File: config.mk
export PLATFORM = sky130hd
export DESIGN_NAME = keypad_encoder
export DESIGN_NICKNAME = d
export VERILOG_FILES = /design/src/rtl/keypad_encoder_pkg.sv /design/src/rtl/keypad_encoder_row_sync.sv /design/src/rtl/keypad_encoder.sv
export SDC_FILE = /design/constraint.sdc
export NUM_CORES = 1
export LEC_CHECK = 0
export BUFFER_PORTS_ARGS = -buffer_cell sky130_fd_sc_hd__buf_2
export CORE_MARGIN = 5
export CORE_UTILIZATION = 34
export DETAILED_ROUTE_END_ITERATION = 8
export GPL_ROUTABILITY_DRIVEN = 0
export PLACE_DENSITY = 0.54
export SLEW_MARGIN = 20
export SYNTH_ARGS = -nofsm -noshare
export SYNTH_HDL_FRONTEND = slang
export SYNTH_SLANG_ARGS = --single-unit
File: constraint.sdc
create_clock -name clk -period 4.53 [get_ports clk]
set_input_delay 1.359 -clock clk [delete_from_list [all_inputs] [get_ports clk]]
set_output_delay 1.359 -clock clk [all_outputs]
set_load 0.01 [all_outputs]
File: src/rtl/keypad_encoder_pkg.sv
// keypad_pkg: shared definitions for the keypad encoder slice.
//   - matrix geometry (NUM_ROWS x NUM_COLS)
//   - key codes seen by the calculator control FSM (0-9 digits, 10..18 operators)
//   - scanner state encoding
//   - small helpers for row-pattern decoding and column drive generation
package keypad_pkg;

  localparam int NUM_ROWS = 4;
  localparam int NUM_COLS = 5;

  localparam logic [4:0] KEY_ENTER     = 5'd10;
  localparam logic [4:0] KEY_PLUS      = 5'd11;
  localparam logic [4:0] KEY_MINUS     = 5'd12;
  localparam logic [4:0] KEY_PRODUS    = 5'd13;
  localparam logic [4:0] KEY_DIVIDE    = 5'd14;
  localparam logic [4:0] KEY_FACTORIAL = 5'd15;
  localparam logic [4:0] KEY_PUTERE    = 5'd16;
  localparam logic [4:0] KEY_RADICAL   = 5'd17;
  localparam logic [4:0] KEY_ESCAPE    = 5'd18;
  // Physical position col4,row3 has no function assigned.
  localparam logic [4:0] KEY_NONE      = 5'd19;

  typedef enum logic [1:0] {
    SCAN     = 2'd0,
    DEBOUNCE = 2'd1,
    PRESSED  = 2'd2,
    RELEASE  = 2'd3
  } kp_state_t;

  // True when exactly one row line is pulled low.
  function automatic logic single_low(input logic [NUM_ROWS-1:0] rows);
    return ($countones(~rows) == 1);
  endfunction

  // Index of the lowest-numbered low row (only meaningful when one row is low).
  function automatic logic [1:0] low_row(input logic [NUM_ROWS-1:0] rows);
    logic [1:0] idx;
    idx = '0;
    for (int i = NUM_ROWS - 1; i >= 0; i--) begin
      if (!rows[i]) idx = 2'(i);
    end
    return idx;
  endfunction

  // Active-low one-cold column drive for a column index.
  function automatic logic [NUM_COLS-1:0] col_drive(input logic [2:0] idx);
    return ~(NUM_COLS'(1) << idx);
  endfunction

endpackage

File: src/rtl/keypad_encoder_row_sync.sv
// kp_row_sync: two-flop synchronizer for the keypad row lines.
//   clk    : system clock
//   rst    : asynchronous active-low reset; both stages return to "no key" (4'b1111)
//   row_in : raw active-low row lines, asynchronous to clk
//   rows_s : synchronized row lines
module kp_row_sync
  import keypad_pkg::*;
(
  input  logic                clk,
  input  logic                rst,
  input  logic [NUM_ROWS-1:0] row_in,
  output logic [NUM_ROWS-1:0] rows_s
);

  logic [NUM_ROWS-1:0] rows_p0;

  always_ff @(posedge clk or negedge rst) begin
    if (!rst) begin
      rows_p0 <= '1;
      rows_s  <= '1;
    end else begin
      // stage p0: metastability catch; stage p1: stable copy
      rows_p0 <= row_in;
      rows_s  <= rows_p0;
    end
  end

endmodule

File: src/rtl/keypad_encoder.sv
// keypad_encoder: scans a 4x5 active-low key matrix, debounces press and
// release, and hands one key code per physical press to the calculator core.
//   clk        : system clock
//   rst        : asynchronous active-low reset
//   row_in     : keypad rows, active-low, asynchronous to clk
//   col_out    : column drives, active-low, exactly one bit low
//   data       : last confirmed key code (col*4+row), held until the next press
//   cifra_noua : one-cycle strobe, data valid in the same cycle
//   key_held   : high while a confirmed key is still down
// Parameters:
//   SCAN_DIV     : clocks each column is driven before rows are judged (>=4)
//   DEBOUNCE_CNT : matching samples needed to confirm a press or a release (>=2)
module keypad_encoder
  import keypad_pkg::*;
#(
  parameter int SCAN_DIV     = 50000,
  parameter int DEBOUNCE_CNT = 20
) (
  input  logic                clk,
  input  logic                rst,
  input  logic [NUM_ROWS-1:0] row_in,
  output logic [NUM_COLS-1:0] col_out,
  output logic [4:0]          data,
  output logic                cifra_noua,
  output logic                key_held
);

  localparam int DW_W = $clog2(SCAN_DIV);
  localparam int DB_W = $clog2(DEBOUNCE_CNT);
  localparam logic [DW_W-1:0] DWELL_LAST = DW_W'(SCAN_DIV - 1);
  localparam logic [DB_W-1:0] DB_LAST    = DB_W'(DEBOUNCE_CNT - 1);
  localparam logic [2:0]      COL_LAST   = 3'(NUM_COLS - 1);

  logic [NUM_ROWS-1:0] rows_s;
  kp_state_t           state;
  logic [2:0]          col_idx;
  logic [2:0]          next_col;
  logic [DW_W-1:0]     dwell;
  logic [DB_W-1:0]     db_cnt;
  logic [NUM_ROWS-1:0] cap_rows;
  logic [4:0]          cap_code;

  kp_row_sync u_row_sync (
    .clk    (clk),
    .rst    (rst),
    .row_in (row_in),
    .rows_s (rows_s)
  );

  assign next_col = (col_idx == COL_LAST) ? 3'd0 : col_idx + 3'd1;
  // col*4 + row is exactly the concatenation {col, row[1:0]}.
  assign cap_code = {col_idx, low_row(cap_rows)};

  always_ff @(posedge clk or negedge rst) begin
    if (!rst) begin
      state      <= SCAN;
      col_idx    <= '0;
      col_out    <= col_drive(3'd0);
      dwell      <= '0;
      db_cnt     <= '0;
      cap_rows   <= '1;
      data       <= '0;
      cifra_noua <= 1'b0;
      key_held   <= 1'b0;
    end else begin
      cifra_noua <= 1'b0;
      case (state)
        SCAN: begin
          if (dwell == DWELL_LAST) begin
            dwell <= '0;
            // Two or more low rows cannot be decoded reliably (ghosting), so
            // they are treated exactly like an idle column.
            if (single_low(rows_s)) begin
              cap_rows <= rows_s;
              db_cnt   <= '0;
              state    <= DEBOUNCE;
            end else begin
              col_idx <= next_col;
              col_out <= col_drive(next_col);
            end
          end else begin
            dwell <= dwell + 1'b1;
          end
        end
        DEBOUNCE: begin
          if (rows_s != cap_rows) begin
            db_cnt  <= '0;
            state   <= SCAN;
            col_idx <= next_col;
            col_out <= col_drive(next_col);
          end else if (db_cnt == DB_LAST) begin
            db_cnt   <= '0;
            state    <= PRESSED;
            key_held <= 1'b1;
            if (cap_code != KEY_NONE) begin
              data       <= cap_code;
              cifra_noua <= 1'b1;
            end
          end else begin
            db_cnt <= db_cnt + 1'b1;
          end
        end
        PRESSED: begin
          // Column stays frozen: other keys are invisible until full release.
          if (rows_s == '1) begin
            db_cnt <= '0;
            state  <= RELEASE;
          end
        end
        RELEASE: begin
          if (rows_s != '1) begin
            db_cnt <= '0;
            state  <= PRESSED;
          end else if (db_cnt == DB_LAST) begin
            db_cnt   <= '0;
            key_held <= 1'b0;
            state    <= SCAN;
            col_idx  <= next_col;
            col_out  <= col_drive(next_col);
          end else begin
            db_cnt <= db_cnt + 1'b1;
          end
        end
        default: state <= SCAN;
      endcase
    end
  end

endmodule

==> results of run 1 <==
[how the worst max path moves through the flow]
stage / slack [ps] / from / to / cells after the start
after floorplan: 2000 / u_row_sync.rows_s[1] / cap_rows[0] / 7
after global placement: 1880 / u_row_sync.rows_s[1] / cap_rows[1] / 7
after detailed placement: 1850 / u_row_sync.rows_s[1] / cap_rows[0] / 7
after CTS: 1840 / u_row_sync.rows_s[1] / cap_rows[0] / 7
after global routing: 1710 / u_row_sync.rows_s[1] / cap_rows[1] / 7
final: 1860 / u_row_sync.rows_s[1] / cap_rows[2] / 7
[report_power, final]
part	total [uW]	internal, uW	switching (uW)	leakage (uW)
Clock	292	140	152	0.0000544
Combinational	26.2	9.06	17.1	0.000571
Sequential	456	453	2.94	0.000627
[sequential cells by signal (all words and copies together) (netlist names)]
register	flops
dwell	16
col_out	5
data	5
db_cnt	5
cap_rows	4
u_row_sync.rows_p0	4
u_row_sync.rows_s	4
col_idx	3
state	2
cifra_noua	1
key_held	1
[per-stage QoR]
step	total power, uW	utilization
after floorplan	476	-
after global placement	491	0.374
after detailed placement	492	0.374
after CTS	786	0.389
after global routing	813	0.389
final	774	0.389
[layer usage]
layer | up-vias | track usage | wire length, um | part of all wire
li1 | 870 | - | - | -
met1 | 826 | 0.162 | 2470 | 0.53
met5 | - | 0 | 0 | 0
met2 | 23 | 0.169 | 1970 | 0.42
met4 | 0 | 0.0427 | 73 | 0.016
met3 | 6 | 0.0266 | 133 | 0.029
[cell usage after synthesis, types with 2 or more instances]
| library cell | count | share of area |
|---|---|---|
| dfrtp_1 | 34 | 0.34 |
| nor2_1 | 27 | 0.041 |
| nand2_1 | 22 | 0.033 |
| dfstp_2 | 16 | 0.17 |
| nand3_1 | 13 | 0.026 |
| mux2_2 | 12 | 0.054 |
| inv_1 | 10 | 0.015 |
| a21oi_1 | 9 | 0.018 |
| ha_1 | 9 | 0.045 |
| xnor2_1 | 9 | 0.032 |
| o21ai_0 | 8 | 0.016 |
| xor2_1 | 5 | 0.018 |
| nor2b_1 | 4 | 0.010 |
| nor4_1 | 4 | 0.010 |
| or3_1 | 4 | 0.010 |
| and3_1 | 3 | 0.0075 |
| clkbuf_1 | 3 | 0.0045 |
| mux2i_1 | 3 | 0.012 |
| a21oi_2 | 2 | 0.0070 |
| a31oi_1 | 2 | 0.0050 |
| a41oi_1 | 2 | 0.0070 |
| nand2b_1 | 2 | 0.0050 |
| nand4_1 | 2 | 0.0050 |
| nor3_1 | 2 | 0.0040 |
| o211ai_1 | 2 | 0.0060 |
| or3b_2 | 2 | 0.0070 |
| or4bb_1 | 2 | 0.0090 |
[kinds of logic (layout without fill, tap and decap cells)]
logic type,after synthesis,after routing
xor+xnor,14,14
buf+inv,14,36
simple gates,95,95
fa+ha+maj,10,10
compound gates,36,36
flops,50,50
mux,15,15
[worst max-delay path: cells and delay by family (launching register included)]
family | cells | cell delay [ps]
DFF | 1 | 580
adders and majority gates | 3 | 760
and+or+nand+nor | 2 | 820
muxes | 1 | 380
buffers and inverters | 1 | 70
[final cells by class]
cell class,instances,area [sq um]
clock buffer,7,96.3
sequential,50,1270
fill,760,4410
timing repair buffer,18,92.6
clock inverter,1,8.76
multi-input combinational,170,1170
inverter,10,37.5
tap,99,124
==> metrics.txt, run 1 <==
status completed; Synth Area in Simple Gates 0.200; most used cell, CP ha_1; Layout Cells excl Fill 355; first-pass GRT wire length 8.13 mm; CP max FO 4; TritonCTS clock tree done; Critical R2R Capture cap_rows[2]; Die H 95.7 um; crit end category flip-flop; largest net degree at the start of global routing 37; WHS 359 ps; # DRC 0; commonest non-fill, non-tap cell in the layout dfrtp_1; worst flop-to-flop path startpoint u_row_sync.rows_s[1]; R2R Setup Slk 1860 ps; Clock Latency Late Sink 300 ps; Slowest-stage cell, CP dfstp_2; Worst-path clk slew 90 ps; Detail Route Antenna Nets 0; crit path launch type flip-flop; critical-path cell list fa_1, inv_1, ha_1, ha_1, or3b_2, nor2_1, mux2_2; P per Cell Area 276 nW/um^2; Worst Max-Slew Pin Slew 816 ps; Hold-fix buffers, CTS 0; Core Area 7210 sq um; min-delay src u_row_sync.rows_p0[0]; adder-cell share of the synthesized area 0.0531; # IOs 18; worst reg-to-reg path cell count 7; Unique masters post-synth 48; Longest Clk Path Bufs 2; DR iter-0 viols 95; CTS Sinks 50; xor/xnor share of the synthesized area 0.0491; CP Data Required Time 4760 ps; Synth Cell Area 2500 sq um; sequential area share after synthesis 0.509; Slew Viols, Final 0; FP Rows 31; PortBufs 17; Synth Area per Inst 10.7 sq um; CTS resizes 0; drt total wl 4.65 mm; Worst Hold Path EP u_row_sync.rows_s[0]; post-synthesis compound-gate area fraction 0.102; ys async rst share 1.00; HP Class flip-flop to flip-flop; CTS buffer count 5; FF+latch count, synth 50; diodes inserted 0; Setup CP Type flip-flop to flip-flop; peak supply drop 210 uV; RSZ-0062 raised after global routing false; worst hold stages 0; Pre-antenna DRT Iters 4; Yosys Warn Count 0; Final Cell Area 2800 sq um; post-layout minimum cycle time 2670 ps; Clock Root Buffer clkbuf_8; Placed Cells 347; initial antenna violation count 0; period utilization 0.590; CP peak stage delay 580 ps; Max Clk Rate 374 MHz; ys flop type dfrtp_1; HPWL after detailed placement 3.34 mm; largest family of logic cells by synthesized area simple AND/OR/NAND/NOR gates; WP data arrival 2910 ps; Fin. Hold Viols 0; most frequent cells in the layout dfrtp_1, nor2_1, nand2_1; crit path setup slack, layout 1860 ps; total track usage 0.114; Post CTS Setup Buffer Count 0; die footprint 9160 sq um; Starting Density 0.346; vias in the first global route 1,693; Area Overhead vs Synth 12.2%; share of cells above drive strength 1 0.250; skew final 6.44 ps; vias per inst 4.86; Overflow after GRT 0; number of enable flip-flop cells after synthesis 0; die width 95.7 um; placed inst area 2700 sq um; Leak 0.00125 uW; Fin Setup TNS 0 ps; max_slew headroom 0.456; Nets 271; maxcap violations 0; Setup-failing EPs final 0; Syn Inst Count 234; Syn Nets 250; routed len/inst 13.1 um; mux cell area share after synthesis 0.0661; vias 1,725; DP Worst Slack 1850 ps; H-Tree Depth 2
No activity file was read; power rests on OpenSTA's default activity.
==> run 2: changes to the inputs <==
==> constraint.sdc (replaced) <==
create_clock -name clk -period 2.7 [get_ports clk]
set_input_delay 0.81 -clock clk [delete_from_list [all_inputs] [get_ports clk]]
set_output_delay 0.81 -clock clk [all_outputs]
set_load 0.01 [all_outputs]
==> metrics.txt, run 2 (synthesis gave the netlist of run 1 again) <==
status completed; Setup-failing EPs final 0; Die H 95.7 um; HP Class flip-flop to flip-flop; Sequential Power Share 0.605; Max Clk Rate 396 MHz; max_slew headroom 0.614; TritonCTS clock tree done; Starting Density 0.346; Slew Viols, Final 0; period utilization 0.935; Setup CP Type flip-flop to flip-flop; peak supply drop 323 uV; Clock Latency Late Sink 300 ps; switching power share of the total 0.235; commonest non-fill, non-tap cell in the layout dfrtp_1; PortBufs 17; Int Power 966 uW; routed len/inst 13.3 um; vias per inst 4.91; Fin. Hold Viols 0; vias in the first global route 1,630; die width 95.7 um; post-layout minimum cycle time 2520 ps; Final Cell Area 2840 sq um; total track usage 0.114; Worst Max-Slew Pin Slew 580 ps; WP data arrival 2720 ps; # DRC 0; WHS 360 ps; crit end category flip-flop; Leak 0.00127 uW; P per Cell Area 445 nW/um^2; Largest register FFs 16; vias 1,761; Layout Cells excl Fill 359; diodes inserted 0; FP Rows 31; first-pass GRT wire length 8.10 mm; Nets 275; crit path launch type flip-flop; Core Area 7210 sq um; Logic pwr share 0.043; drt total wl 4.79 mm; maxcap violations 0; Area Overhead vs Synth 13.7%; CTS buffer count 5; die footprint 9160 sq um; DP Worst Slack -1.41 ps; Overflow after GRT 0; most frequent cells in the layout dfrtp_1, nor2_1, nand2_1; CP max FO 5; # IOs 18; skew final 6.57 ps; RSZ-0062 raised after global routing false; clock share of power 0.351; initial antenna violation count 0; largest net degree at the start of global routing 28; Fin Setup TNS 0 ps; share of cells above drive strength 1 0.269; Detail Route Antenna Nets 0; H-Tree Depth 2; DR iter-0 viols 63; crit path setup slack, layout 176 ps; Worst-path clk slew 100 ps; CTS Sinks 50; placed inst area 2730 sq um; Most flops, register dwell; switching power 297 uW; Placed Cells 349; Longest Clk Path Bufs 2; HPWL after detailed placement 3.42 mm; Clock Root Buffer clkbuf_8; Pre-antenna DRT Iters 6; CP Data Required Time 2890 ps
-- run 2: cell type report --
class	count	area [sq um]
fill	758	4370
sequential	50	1270
multi-input combinational	170	1180
timing repair buffer	22	135
tap	99	124
clock buffer	5	68.8
inverter	10	37.5
clock inverter	3	20.0
-- run 2: path summary, 6_finish.rpt --
check                                      start                     to  slack [ps]  depth (start not counted)
setup / recovery            u_row_sync.rows_s[0]              db_cnt[4]         180                          9
hold / removal             u_row_sync.rows_p0[1]   u_row_sync.rows_s[1]         360                          0
setup reg to reg            u_row_sync.rows_s[0]              db_cnt[4]         180                          9
hold reg to reg            u_row_sync.rows_p0[1]   u_row_sync.rows_s[1]         360                          0
max in group asynchronous                    rst  u_row_sync.rows_p0[3]        1590                          2
min in group asynchronous                    rst             col_idx[1]         500                          1
-- run 2: metal layers --
metal	global-route usage	share of wire
met1	0.164	0.51
met2	0.164	0.44
met3	0.0274	0.033
met4	0.0438	0.014
met5	0	0
-- run 2: stage by stage --
stage	power [uW]	utilization
after global placement	826	0.378
after detailed placement	829	0.378
final	1260	0.394
after CTS	1280	0.391
after global routing	1330	0.394
after floorplan	799	-
-- run 2: repair_timing --
| item | in CTS | in global routing |
|---|---|---|
| hold buffers | 0 | 0 |
| gates cloned | 0 | 0 |
| endpoints found under the setup margin | 4 | 8 |
| setup buffers | 0 | 2 |
| endpoints found under the hold margin | 0 | 0 |
| gates resized for setup | 1 | 2 |
| pin swaps | 0 | 1 |
-- run 2: power by group through the flow --
stage / clock (uW) / sequential, uW / combinational (uW)
3_3_place_gp: 0 / 779 / 47.4
4_1_cts: 468 / 765 / 49.9
6_report: 444 / 765 / 54.5
5_1_grt: 501 / 766 / 62.7
2_1_floorplan: 0 / 778 / 20.8
3_5_place_dp: 0 / 779 / 49.5
-- run 2: critical path, cell delays in order, from the launching register on --
cell	delay (ps)
dfstp_2	410
fa_1	540
inv_1	40
ha_1	170
ha_1	270
or3b_4	420
nor2_1	150
a211oi_2	90
nor2_1	220
a31oi_1	110
==> run 3: changes to the inputs <==
--- a/config.mk
+++ b/config.mk
@@ -10,6 +10,7 @@
 export CORE_UTILIZATION = 34
 export DETAILED_ROUTE_END_ITERATION = 8
 export GPL_ROUTABILITY_DRIVEN = 0
+export MAX_ROUTING_LAYER = met4
 export PLACE_DENSITY = 0.54
 export SLEW_MARGIN = 20
 export SYNTH_ARGS = -nofsm -noshare
==> metrics.txt, run 3 (synthesis gave the netlist of run 1 again) <==
status completed; CP Launch Point u_row_sync.rows_s[0]; post-layout util 0.394; most frequent cells in the layout dfrtp_1, nor2_1, nand2_1; DR iter-0 viols 63; crit end category flip-flop; Worst Max-Slew Pin Slew 580 ps; Pre-antenna DRT Iters 6; drt total wl 4.79 mm; worst flop-to-flop path startpoint u_row_sync.rows_s[0]; clock share of power 0.351; period utilization 0.935; Setup CP Type flip-flop to flip-flop; CTS Sinks 50; vias in the first global route 1,630; CTS buffer count 5; WP data arrival 2720 ps; Int Power 966 uW; Detail Route Antenna Nets 0; Final Cell Area 2840 sq um; Clock Latency Late Sink 300 ps; Fin Setup TNS 0 ps; # DRC 0; R2R Setup Slk 180 ps; Overflow after GRT 0; Leak 0.00127 uW; die width 95.7 um; TritonCTS clock tree done; routed len/inst 13.3 um; Fin. Hold Viols 0; HPWL after detailed placement 3.42 mm; share of cells above drive strength 1 0.269; Sequential Power Share 0.605; initial antenna violation count 0; placed inst area 2730 sq um; Largest register FFs 16; min-delay src u_row_sync.rows_p0[1]; maxcap violations 0; # IOs 18; first-pass GRT wire length 8.10 mm; vias 1,761; Setup-failing EPs final 0; Clock Root Buffer clkbuf_8; Area Overhead vs Synth 13.7%; CP max FO 5; post-layout minimum cycle time 2520 ps; Die H 95.7 um; Max Clk Rate 396 MHz; Logic pwr share 0.043; vias per inst 4.91; Starting Density 0.346; peak supply drop 323 uV; skew final 6.57 ps; RSZ-0062 raised after global routing false; die footprint 9160 sq um; H-Tree Depth 2; Core Area 7210 sq um; commonest non-fill, non-tap cell in the layout dfrtp_1; Slew Viols, Final 0; diodes inserted 0; Most flops, register dwell; FP Rows 31; largest net degree at the start of global routing 28; HP Class flip-flop to flip-flop; max_slew headroom 0.614; Critical Path Sink db_cnt[4]; worst reg-to-reg path cell count 9; Nets 275; P per Cell Area 445 nW/um^2; CP Data Required Time 2890 ps; PortBufs 17; switching power share of the total 0.235; Critical R2R Capture db_cnt[4]; switching power 297 uW; Longest Clk Path Bufs 2; Hold-fix buffers, CTS 0; total track usage 0.117; crit path launch type flip-flop; Worst-path clk slew 100 ps
==> run 3: stage by stage <==
step	total power (uW)	worst slack [ps]	instances	hold WS, ps
2_1_floorplan	799	173	234	345
3_5_place_dp	829	-1.41	349	347
5_1_grt	1330	8.08	359	365
4_1_cts	1280	61.4	357	362
3_3_place_gp	826	64.2	349	346
6_report	1260	176	359	360
==> run 3: power groups by stage <==
stage	Clock, uW	Sequential [uW]	Combinational [uW]
floorplan	0	778	20.8
global placement	0	779	47.4
detailed placement	0	779	49.5
CTS	468	765	49.9
global route	501	766	62.7
finish	444	765	54.5
==> run 3: worst min-delay path by stage <==
stage                                 to  cells after the start
global route        u_row_sync.rows_s[0]                      0
finish              u_row_sync.rows_s[1]                      0
detailed placement  u_row_sync.rows_s[1]                      0
floorplan           u_row_sync.rows_s[0]                      0
CTS                 u_row_sync.rows_s[1]                      0
global placement    u_row_sync.rows_s[3]                      0
==> run 3: layout make-up <==
type                       instances  area, sq um
clock buffer                       5         68.8
clock inverter                     3         20.0
fill                             758         4370
inverter                          10         37.5
multi-input combinational        170         1180
sequential                        50         1270
tap                               99          124
timing repair buffer              22          135
==> run 3: what timing repair did <==
| item | in CTS | in global routing |
|---|---|---|
| buffers inserted | 0 | 2 |
| pin swaps | 0 | 1 |
| gates cloned | 0 | 0 |
| endpoints found under the setup margin | 4 | 8 |
| resized for setup | 1 | 2 |
==> run 3: critical path, stage by stage (launching register included) <==
cell,delay (ps)
dfstp_2,410
fa_1,540
inv_1,40
ha_1,170
ha_1,270
or3b_4,420
nor2_1,150
a211oi_2,90
nor2_1,220
a31oi_1,110
==> run 3: layer usage <==
metal	track usage	up-vias	wire (um)
li1	-	871	-
met1	0.164	859	2450
met2	0.164	23	2110
met3	0.0274	8	157
met4	0.0438	0	69
met5	-	-	0
